--- config.mk ---
export PLATFORM = sky130hd
export DESIGN_NAME = stepper_motion_ctrl
export DESIGN_NICKNAME = d
export VERILOG_FILES = /design/src/rtl/stepper_pkg.sv /design/src/rtl/phase_sequencer.sv /design/src/rtl/stepper_motion_ctrl.sv
export SDC_FILE = /design/constraint.sdc
export NUM_CORES = 1
export LEC_CHECK = 0
export CAP_MARGIN = 10
export CELL_PAD_IN_SITES_DETAIL_PLACEMENT = 0
export CELL_PAD_IN_SITES_GLOBAL_PLACEMENT = 1
export CORE_ASPECT_RATIO = 1.4
export CORE_MARGIN = 2
export CORE_UTILIZATION = 40
export CTS_CLUSTER_SIZE = 25
export DETAILED_ROUTE_END_ITERATION = 16
export DONT_BUFFER_PORTS = 1
export GPL_ROUTABILITY_DRIVEN = 0
export MAX_ROUTING_LAYER = met4
export PLACE_DENSITY_LB_ADDON = 0.15
export SYNTH_ARGS = -nofsm -noshare
export SYNTH_HDL_FRONTEND = slang
export SYNTH_HIERARCHICAL = 1
export SYNTH_SLANG_ARGS = --single-unit
--- constraint.sdc ---
create_clock -name clk -period 6.3 [get_ports clk]
set_input_delay 0.945 -clock clk [delete_from_list [all_inputs] [get_ports clk]]
set_output_delay 0.945 -clock clk [all_outputs]
set_load 0.03 [all_outputs]
--- src/rtl/stepper_pkg.sv ---
// Shared types and constants for the stepper motion controller: drive modes,
// controller states and the eight-entry coil pattern table.
package stepper_pkg;

  typedef enum logic [1:0] {
    MODE_WAVE     = 2'd0,
    MODE_TWOPHASE = 2'd1,
    MODE_HALF     = 2'd2,
    MODE_HALF_ALT = 2'd3
  } mode_e;

  typedef enum logic [1:0] {
    ST_IDLE   = 2'd0,
    ST_ACCEL  = 2'd1,
    ST_CRUISE = 2'd2,
    ST_DECEL  = 2'd3
  } state_e;

  // Index 0 is the rightmost entry; even indices energise one coil, odd two.
  localparam logic [7:0][3:0] PHASE_TABLE = {
    4'b1001, 4'b0001, 4'b0101, 4'b0100,
    4'b0110, 4'b0010, 4'b1010, 4'b1000
  };

  localparam int unsigned MIN_DELAY = 2;

  function automatic logic [3:0] phase_pattern(input logic [2:0] idx);
    return PHASE_TABLE[idx];
  endfunction

endpackage

--- src/rtl/phase_sequencer.sv ---
// Phase index register with full-step parity correction and the coil table lookup.
module phase_sequencer
  import stepper_pkg::*;
(
  input  logic       clk,
  input  logic       reset_n,
  input  logic       advance,
  input  logic       direction,
  input  mode_e      mode,
  output logic [3:0] pattern
);

  logic [2:0] idx_q;
  logic [2:0] idx_d;
  logic [2:0] stride;

  // A full-step mode sitting on the wrong parity takes a single half step first.
  always_comb begin
    stride = 3'd1;
    case (mode)
      MODE_WAVE:     stride = idx_q[0] ? 3'd1 : 3'd2;
      MODE_TWOPHASE: stride = idx_q[0] ? 3'd2 : 3'd1;
      default:       stride = 3'd1;
    endcase
    idx_d = idx_q;
    if (advance) begin
      idx_d = direction ? idx_q + stride : idx_q - stride;
    end
  end

  always_ff @(posedge clk or negedge reset_n) begin
    if (!reset_n) begin
      idx_q <= '0;
    end else begin
      idx_q <= idx_d;
    end
  end

  // Pattern for the index after this cycle's advance, so the parent can register it.
  assign pattern = phase_pattern(idx_d);

endmodule

--- src/rtl/stepper_motion_ctrl.sv ---
// Bounded-move stepper controller: trapezoidal step-interval profile, three drive
// modes, busy/done handshake; phase position persists across moves.
module stepper_motion_ctrl
  import stepper_pkg::*;
#(
  parameter int DELAY_W = 32,
  parameter int STEPS_W = 16
) (
  input  logic               clk,
  input  logic               reset_n,
  input  logic               start,
  input  logic               abort,
  input  logic               direction,
  input  logic [1:0]         mode,
  input  logic [STEPS_W-1:0] step_count,
  input  logic [DELAY_W-1:0] start_delay,
  input  logic [DELAY_W-1:0] cruise_delay,
  input  logic [DELAY_W-1:0] ramp_dec,
  input  logic               hold_en,
  output logic [3:0]         phases_out,
  output logic               step_pulse,
  output logic               busy,
  output logic               done,
  output logic [STEPS_W-1:0] steps_remaining
);

  function automatic logic [DELAY_W-1:0] clamp_min(input logic [DELAY_W-1:0] d);
    return (d < DELAY_W'(MIN_DELAY)) ? DELAY_W'(MIN_DELAY) : d;
  endfunction

  // cur never drops below floor, so cur - floor cannot wrap.
  function automatic logic [DELAY_W-1:0] sat_sub(input logic [DELAY_W-1:0] cur,
                                                 input logic [DELAY_W-1:0] dec,
                                                 input logic [DELAY_W-1:0] floor);
    return (dec >= cur - floor) ? floor : cur - dec;
  endfunction

  function automatic logic [DELAY_W-1:0] sat_add(input logic [DELAY_W-1:0] cur,
                                                 input logic [DELAY_W-1:0] inc,
                                                 input logic [DELAY_W-1:0] ceil);
    logic [DELAY_W:0] sum;
    sum = {1'b0, cur} + {1'b0, inc};
    return (sum > {1'b0, ceil}) ? ceil : sum[DELAY_W-1:0];
  endfunction

  state_e             state_q, state_d;
  logic [DELAY_W-1:0] cnt_q, cnt_d;
  logic [DELAY_W-1:0] cur_q, cur_d;
  logic [STEPS_W-1:0] ramp_q, ramp_d, ramp_next;
  logic [STEPS_W-1:0] rem_d;
  logic [DELAY_W-1:0] sd_q, cd_q, rd_q;
  logic               dir_q;
  mode_e              mode_q;
  logic               done_d, fire, load, step_evt, energise;
  logic [DELAY_W-1:0] cd_clamped, sd_floor, sd_clamped;
  logic [3:0]         seq_pattern;

  assign cd_clamped = clamp_min(cruise_delay);
  assign sd_floor   = clamp_min(start_delay);
  assign sd_clamped = (sd_floor < cd_clamped) ? cd_clamped : sd_floor;
  assign step_evt   = (state_q != ST_IDLE) && (cnt_q == cur_q - DELAY_W'(1));
  assign busy       = (state_q != ST_IDLE);

  always_comb begin
    state_d   = state_q;
    cnt_d     = cnt_q;
    cur_d     = cur_q;
    ramp_d    = ramp_q;
    rem_d     = steps_remaining;
    done_d    = 1'b0;
    fire      = 1'b0;
    load      = 1'b0;
    ramp_next = (state_q == ST_ACCEL) ? ramp_q + STEPS_W'(1) : ramp_q;
    case (state_q)
      ST_IDLE: begin
        if (start && !abort) begin
          load   = 1'b1;
          cnt_d  = '0;
          ramp_d = '0;
          rem_d  = step_count;
          cur_d  = sd_clamped;
          if (step_count == '0) begin
            done_d = 1'b1;
          end else begin
            state_d = ST_ACCEL;
          end
        end
      end
      default: begin
        if (abort) begin
          state_d = ST_IDLE;
        end else if (step_evt) begin
          fire   = 1'b1;
          cnt_d  = '0;
          rem_d  = steps_remaining - STEPS_W'(1);
          ramp_d = ramp_next;
          if (rem_d == '0) begin
            state_d = ST_IDLE;
            done_d  = 1'b1;
          end else if ((state_q != ST_DECEL) && (rem_d <= ramp_next)) begin
            // Mirror the ramp: start slowing from the interval just used.
            state_d = ST_DECEL;
            cur_d   = sat_add(cur_q, rd_q, sd_q);
          end else if (state_q == ST_ACCEL) begin
            cur_d = sat_sub(cur_q, rd_q, cd_q);
            if (cur_d == cd_q) begin
              state_d = ST_CRUISE;
            end
          end else if (state_q == ST_DECEL) begin
            cur_d = sat_add(cur_q, rd_q, sd_q);
          end
        end else begin
          cnt_d = cnt_q + DELAY_W'(1);
        end
      end
    endcase
  end

  always_ff @(posedge clk or negedge reset_n) begin
    if (!reset_n) begin
      state_q <= ST_IDLE;
    end else begin
      state_q <= state_d;
    end
  end

  // Coils stay driven on the final step's pulse cycle even though busy has dropped.
  assign energise = (state_d != ST_IDLE) || hold_en || fire;

  always_ff @(posedge clk or negedge reset_n) begin
    if (!reset_n) begin
      cnt_q           <= '0;
      ramp_q          <= '0;
      steps_remaining <= '0;
      step_pulse      <= 1'b0;
      done            <= 1'b0;
      phases_out      <= 4'b0000;
    end else begin
      cnt_q           <= cnt_d;
      ramp_q          <= ramp_d;
      steps_remaining <= rem_d;
      step_pulse      <= fire;
      done            <= done_d;
      phases_out      <= energise ? seq_pattern : 4'b0000;
    end
  end

  always_ff @(posedge clk) begin
    if (load) begin
      sd_q   <= sd_clamped;
      cd_q   <= cd_clamped;
      rd_q   <= ramp_dec;
      dir_q  <= direction;
      mode_q <= mode_e'(mode);
    end
    cur_q <= cur_d;
  end

  phase_sequencer u_phase_sequencer (
    .clk       (clk),
    .reset_n   (reset_n),
    .advance   (fire),
    .direction (dir_q),
    .mode      (mode_q),
    .pattern   (seq_pattern)
  );

endmodule

Yosys cells after proc, flatten, opt, wreduce, memory -nomap -nowiden. Memory sizes are Yosys's and may differ from the RTL's. Cells that the tools add are included.

Memories: 1. Flip-flop bits (word level): 206. Logic and storage cells: 110. Bits in read-only memories: 32. Memory bits (writable): 0. Output and inout bits: 23. Bits in latches: 0.

Memories: (name not given) (depth 8, width 4, rd ports 1, clocked after memory_dff 0, wr ports 0, RTL line stepper_pkg.sv:28) `return PHASE_TABLE[idx];`.

Eq/ne operators: 9. Add/subtract/negate cells: 9. Order comparisons: 7. Reductions and logical operators: 17. Multiplexer cells: 53. Div/mod/pow operators: 0. $mul: 0. Shift operators: 0. Bitwise operators: 0.

Operators by type and width (number): 2-to-1 mux 32 bit (17); 2-to-1 mux 16 bit (9); == test 32 bit (2); less-than comparator 32 x 2 -> 1 bit (second input constant) (2); subtractor 32 bit (2); adder 32 x 32 -> 33 bit (1); > comparator 33 x 32 -> 1 bit (1); adder 32 x 1 -> 32 bit (second input constant) (1); >= comparator 32 bit (1); zero test 16 bit (2); less-than comparator 32 bit (1); subtractor 32 x 1 -> 32 bit (second input constant) (1); 2-to-1 mux 2 bit (11); adder 16 x 1 -> 16 bit (second input constant) (1); <= comparator 16 bit (1); subtractor 16 x 1 -> 16 bit (second input constant) (1); 2-to-1 mux 1 bit (11); 2-to-1 mux 4 bit (2); 2-to-1 mux 3 bit (2); case mux 3 bit (2 select lines) (1); nonzero test 2 bit (3); AND reduction 5 bit (1); == test 2 x 1 -> 1 bit (second input constant) (2); zero test 2 bit (2); 12 further kinds (17).

Logic depth before layout (Yosys ltp).
Word-level depth: 15. Gate-level depth with buffers: 27.

By module. Netlist, hierarchy kept.

Modules (own cells, without submodules): stepper_motion_ctrl (times used 1, cells an instance 2312, area each 19816.5 µm², sequential area each 5735.5 µm²); phase_sequencer (times used 1, cells an instance 31, area each 284.0 µm², sequential area each 75.1 µm²).

Worst setup path before layout. No wires, ideal clock.

Path type: register -> register. Start point: reg steps_remaining[2]. End point: reg cur_q[0], enable pin. Path buffers: 0. Arrival: 4.989 ns. Stages on the path, launching flop included: 15. Data required time: 5.868 ns. Path slack: 0.879 ns. Cells stage by stage: dfrtp_1 nor4_1 nand3_1 nor3_1 nand2_1 xnor2_1 ha_1 nand4_1 or2_2 or3_1 o21ai_0 o21ai_0 nand2_1 o21ai_0 a21oi_1.

Word-level cells in the longest chain between the ends: 5.

Ends and longest elaborated chain: start, declared (RTL line stepper_motion_ctrl.sv:24) `output logic [STEPS_W-1:0] steps_remaining`; start signal, assigned (RTL line stepper_motion_ctrl.sv:141) `steps_remaining <= rem_d;`; subtractor 16 x 1 -> 16 bit (*) (RTL line stepper_motion_ctrl.sv:95) `rem_d = steps_remaining - STEPS_W'(1);`; <= comparator 16 bit (RTL line stepper_motion_ctrl.sv:100) `end else if ((state_q != ST_DECEL) && (rem_d <= ramp_next)) begin`; logical AND 1 bit (RTL line stepper_motion_ctrl.sv:100); nonzero test 4 bit (no line); AND reduction 5 bit (no line) (*); end signal, assigned (RTL line stepper_motion_ctrl.sv:156) `cur_q <= cur_d;`; end, declared (RTL line stepper_motion_ctrl.sv:48) `logic [DELAY_W-1:0] cur_q, cur_d;`.

Mark *: on every way between the ends. The rest lies on a longest branch, timed or not. A chain may end at the register's enable or synchronous reset.

Final worst setup path.
Start point: reg cur_q[1]. End point: reg cur_q[2] (data pin).

Word-level cells in the longest chain between the ends: 10.

Ends and longest elaborated chain: adder 32 x 32 -> 33 bit (RTL line stepper_motion_ctrl.sv:42) `sum = {1'b0, cur} + {1'b0, inc};`; > comparator 33 x 32 -> 1 bit (RTL line stepper_motion_ctrl.sv:43) `return (sum > {1'b0, ceil}) ? ceil : sum[DELAY_W-1:0];`; 2-to-1 mux 32 bit (RTL line stepper_motion_ctrl.sv:43); 2-to-1 mux 32 bit (RTL line stepper_motion_ctrl.sv:109) `end else if (state_q == ST_DECEL) begin`; 2-to-1 mux 32 bit (RTL line stepper_motion_ctrl.sv:104) `end else if (state_q == ST_ACCEL) begin`; 2-to-1 mux 32 bit (*) (RTL line stepper_motion_ctrl.sv:100); 2-to-1 mux 32 bit (*) (RTL line stepper_motion_ctrl.sv:97) `if (rem_d == '0) begin`; 2-to-1 mux 32 bit (*) (RTL line stepper_motion_ctrl.sv:92) `end else if (step_evt) begin`; 2-to-1 mux 32 bit (*) (RTL line stepper_motion_ctrl.sv:90) `if (abort) begin`; 2-to-1 mux 32 bit (*) (RTL line stepper_motion_ctrl.sv:74) `case (state_q)`; via cur_d[2] (RTL line stepper_motion_ctrl.sv:48).

Mark *: on every way through the listed nets, which the timed path passes. The rest lies on a longest branch. The select of a mux whose other input is x is not followed.

==> impl_metrics.json <==
{
  "ys_types": 103,
  "io_pins": 143,
  "viasPerCell": 5.86,
  "drt_iter0_drc": 1091,
  "grt_overflow_total": 0,
  "wl_per_cell_um": 23.0,
  "fp.dieW_um": 193,
  "period_needed_ns": 5.85,
  "synth_top_family_by_area": "compound AO/OA/AOI/OAI gates",
  "synth_compound_area_share_pct": 20.9,
  "start_util_pct": 40.3,
  "path_class": "register to register",
  "grt_max_degree": 76,
  "worstSkewPairLatency_ns": 0.57,
  "max_cap_viol_count": 0,
  "grt_antenna_before_repair": 0,
  "synth_fa_ha_area_share_pct": 13.7,
  "netlist_area_um2": 20100,
  "cts_tree": "done",
  "powerDensity_nw_per_um2": 405,
  "vias": 17188,
  "cts_max_path_buffers": 3,
  "numPortBuffers": 0,
  "h-tree-depth": 1,
  "nets": 2610,
  "final_layout_size_suffix_gt1_share_pct": 8.16,
  "diodes": 0,
  "synth-main-ff-cell": "edfxtp_1",
  "synth_edf_count": 131,
  "hold_viol": 0,
  "outcome": "finished clean",
  "setup_viol": 0,
  "globalRouteTotalUtil_pct": 26.1,
  "syn_area_per_cell_um2": 8.58,
  "drt-total-wl_um": 67500,
  "synthMuxAreaShare_pct": 3.81,
  "synth.largest_area_cell": "edfxtp_1",
  "drv_slew": 0,
  "yosys.area_share.simple_pct": 17.1,
  "die_h_um": 269,
  "grt_pass1_vias": 17406,
  "route.detailed.drc": 0,
  "clockRootBuffer": "clkbuf_16",
  "first_pass_iters": 7,
  "die_area_um2": 52100,
  "area_growth_syn_to_layout_pct": 7.53,
  "hp-class": "input port to async pin",
  "dpl.hpwl_um": 55100,
  "total_leakage_power_nw": 9.09,
  "yosys-top-cells-area": "edfxtp_1 20%, ha_1 13%, dfrtp_1 9.3%",
  "postSynthCellCount": 2343,
  "clkSinkCount": 206,
  "core_area_um2": 49900,
  "netlist.area_leader.share_pct": 19.6,
  "rsz0062_at_grt": "false",
  "cts_buffers": 26,
  "vdd_drop_max_v": 0.000316,
  "async_flop_share_pct": 36.4,
  "cts_hold_buffers": 0,
  "fin_skew_ns": 0.0128,
  "ys_seq_area_share_pct": 28.9,
  "required_ns": 6.56,
  "synthMostInstantiatedCell": "ha_1",
  "synth-xor-area-share_pct": 8.76,
  "tightest_slew_ns": 1.04,
  "holdWs_ns": 0.0648,
  "ys_ff_latch": 206,
  "max_freq_mhz": 171,
  "clkSlewWorstSetupHoldPaths_ns": 0.07,
  "rows": 97,
  "yosys_warnings": 6,
  "max_slew_margin_pct": 30.5,
  "critPathArrivalTime_ns": 6.11,
  "syn_nets": 2681,
  "setup_tns_ns": 0,
  "crit_path_start_kind": "register",
  "ys_top_cells_by_count": "214 x ha_1, 192 x inv_1, 173 x a21oi_1",
  "crit_path_end_kind": "register",
  "grt_pass1_wl_um": 103000,
  "finalCritPeriodShare_pct": 92.8,
  "cp_max_fo": 31,
  "ant_nets": 0
}
## registers in the layout (all words and copies together) (netlist names), 2 cells and up
register and count:
rd_q 32, steps_remaining 16, sd_q 32, mode_q 2, cnt_q 32, u_phase_sequencer/idx_q 3, cd_q 32, cur_q 32
phases_out 4, ramp_q 16, state_q 2
## cells by family after synthesis
kind of cell,Yosys count
buf+inv,345
mux,72
flops,206
simple gates,673
compound gates,636
fa+ha+maj,218
xor+xnor,193
## per-stage QoR
stage	utilization, %	cell area [µm²]	power [mW]	cells	setup slack [ns]
global placement	41.5	20700	7.09	2883	0.417
detailed placement	41.5	20700	7.14	2883	0.287
floorplan	-	20100	5.69	2343	0.879
CTS	43.2	21600	8.74	2931	0.260
global route	43.3	21600	9.39	2935	0.00754
finish	43.3	21600	8.76	2935	0.451
## layout by cell type, fill, tap and decap left out, types with 8 or more instances in the layout
| cell | instances |
|---|---|
| dfrtp_1 | 75 |
| nand2_1 | 144 |
| and2_1 | 11 |
| nand2b_1 | 43 |
| nor2_1 | 161 |
| a211oi_1 | 19 |
| inv_1 | 191 |
| o21bai_1 | 15 |
| or4_1 | 8 |
| edfxtp_1 | 131 |
| nand4_1 | 56 |
| buf_4 | 46 |
| mux2i_1 | 39 |
| nor3_1 | 47 |
| ha_1 | 212 |
| xnor2_1 | 108 |
| mux2_2 | 31 |
| o31ai_1 | 16 |
| a21oi_1 | 170 |
| nand3_1 | 57 |
| o211ai_1 | 12 |
| o21ai_0 | 139 |
| a211o_1 | 9 |
| o221ai_1 | 14 |
| o21ai_1 | 18 |
| and3_1 | 31 |
| a2111oi_0 | 10 |
| o21a_1 | 34 |
| a21o_1 | 59 |
| nor4_1 | 45 |
| nor2b_1 | 17 |
| xor2_1 | 79 |
| clkbuf_16 | 27 |
| o22ai_1 | 13 |
| or3_1 | 18 |
## timing repair
item / in CTS / in global routing
setup endpoints to repair: 0 / 29
buffers inserted: 0 / 4
gates resized for setup: 0 / 7
hold endpoints to repair: 0 / 0
## layout make-up
class / count / area (µm²)
Clock buffer: 27 / 676
Clock inverter: 21 / 200
Fill cell: 5032 / 28300
Inverter: 197 / 742
Multi-Input combinational cell: 1792 / 13000
Sequential cell: 206 / 5810
Tap cell: 643 / 805
Timing Repair Buffer: 49 / 405
## worst max-delay path: stages (launching register included)
cell and delay, ns:
edfxtp_1 0.53, ha_1 0.36, nand2b_1 0.16, a2111oi_0 0.46
buf_4 0.19, o311ai_1 0.13, o2111ai_1 0.18, and3_1 0.25
a21oi_1 0.13, o21ba_2 0.29, o41ai_1 0.41, and3_1 0.26
nor2_1 0.06, ha_1 0.27, nand3_1 0.11, nor4_1 0.28
inv_1 0.10, or3_1 0.40, a22oi_2 0.27, buf_12 0.18
buf_12 0.18, mux2i_1 0.21, a221oi_1 0.11
## layer usage
metal  vias to the layer above  wire [µm]  part of all wire [%]  track usage [%]
li1                       8350          -                     -                -
met1                      8230      28200                    42             31.5
met2                       494      33700                    50             45.4
met3                       114       3100                   4.6             2.63
met4                         0       2490                   3.7             8.96
met5                         -          0                     0                -
## path summary, 6_finish.rpt
| kind | depth (start not counted) | end | slack [ns] | start |
|---|---|---|---|---|
| hold reg to reg | 1 | ramp_q[15] | 0.51 | ramp_q[15] |
| setup / recovery | 22 | cur_q[2] | 0.45 | cur_q[1] |
| hold / removal | 0 | cnt_q[0] | 0.06 | reset_n |
| setup reg to reg | 22 | cur_q[2] | 0.45 | cur_q[1] |
| max in group asynchronous | 0 | ramp_q[4] | 6.01 | reset_n |
| min in group clk | 0 | rd_q[2] | 0.47 | ramp_dec[2] |
## report_power, final
group / switching [mW] / internal [mW] / total, mW / leakage (nW)
registers: 0.477 / 1.75 / 2.23 / 2.18
logic: 2.97 / 2.00 / 4.97 / 6.50
clock network: 0.683 / 0.875 / 1.56 / 0.413
total: 4.13 / 4.62 / 8.76 / 9.09
Note: power is estimated with default switching activity, not from simulation.
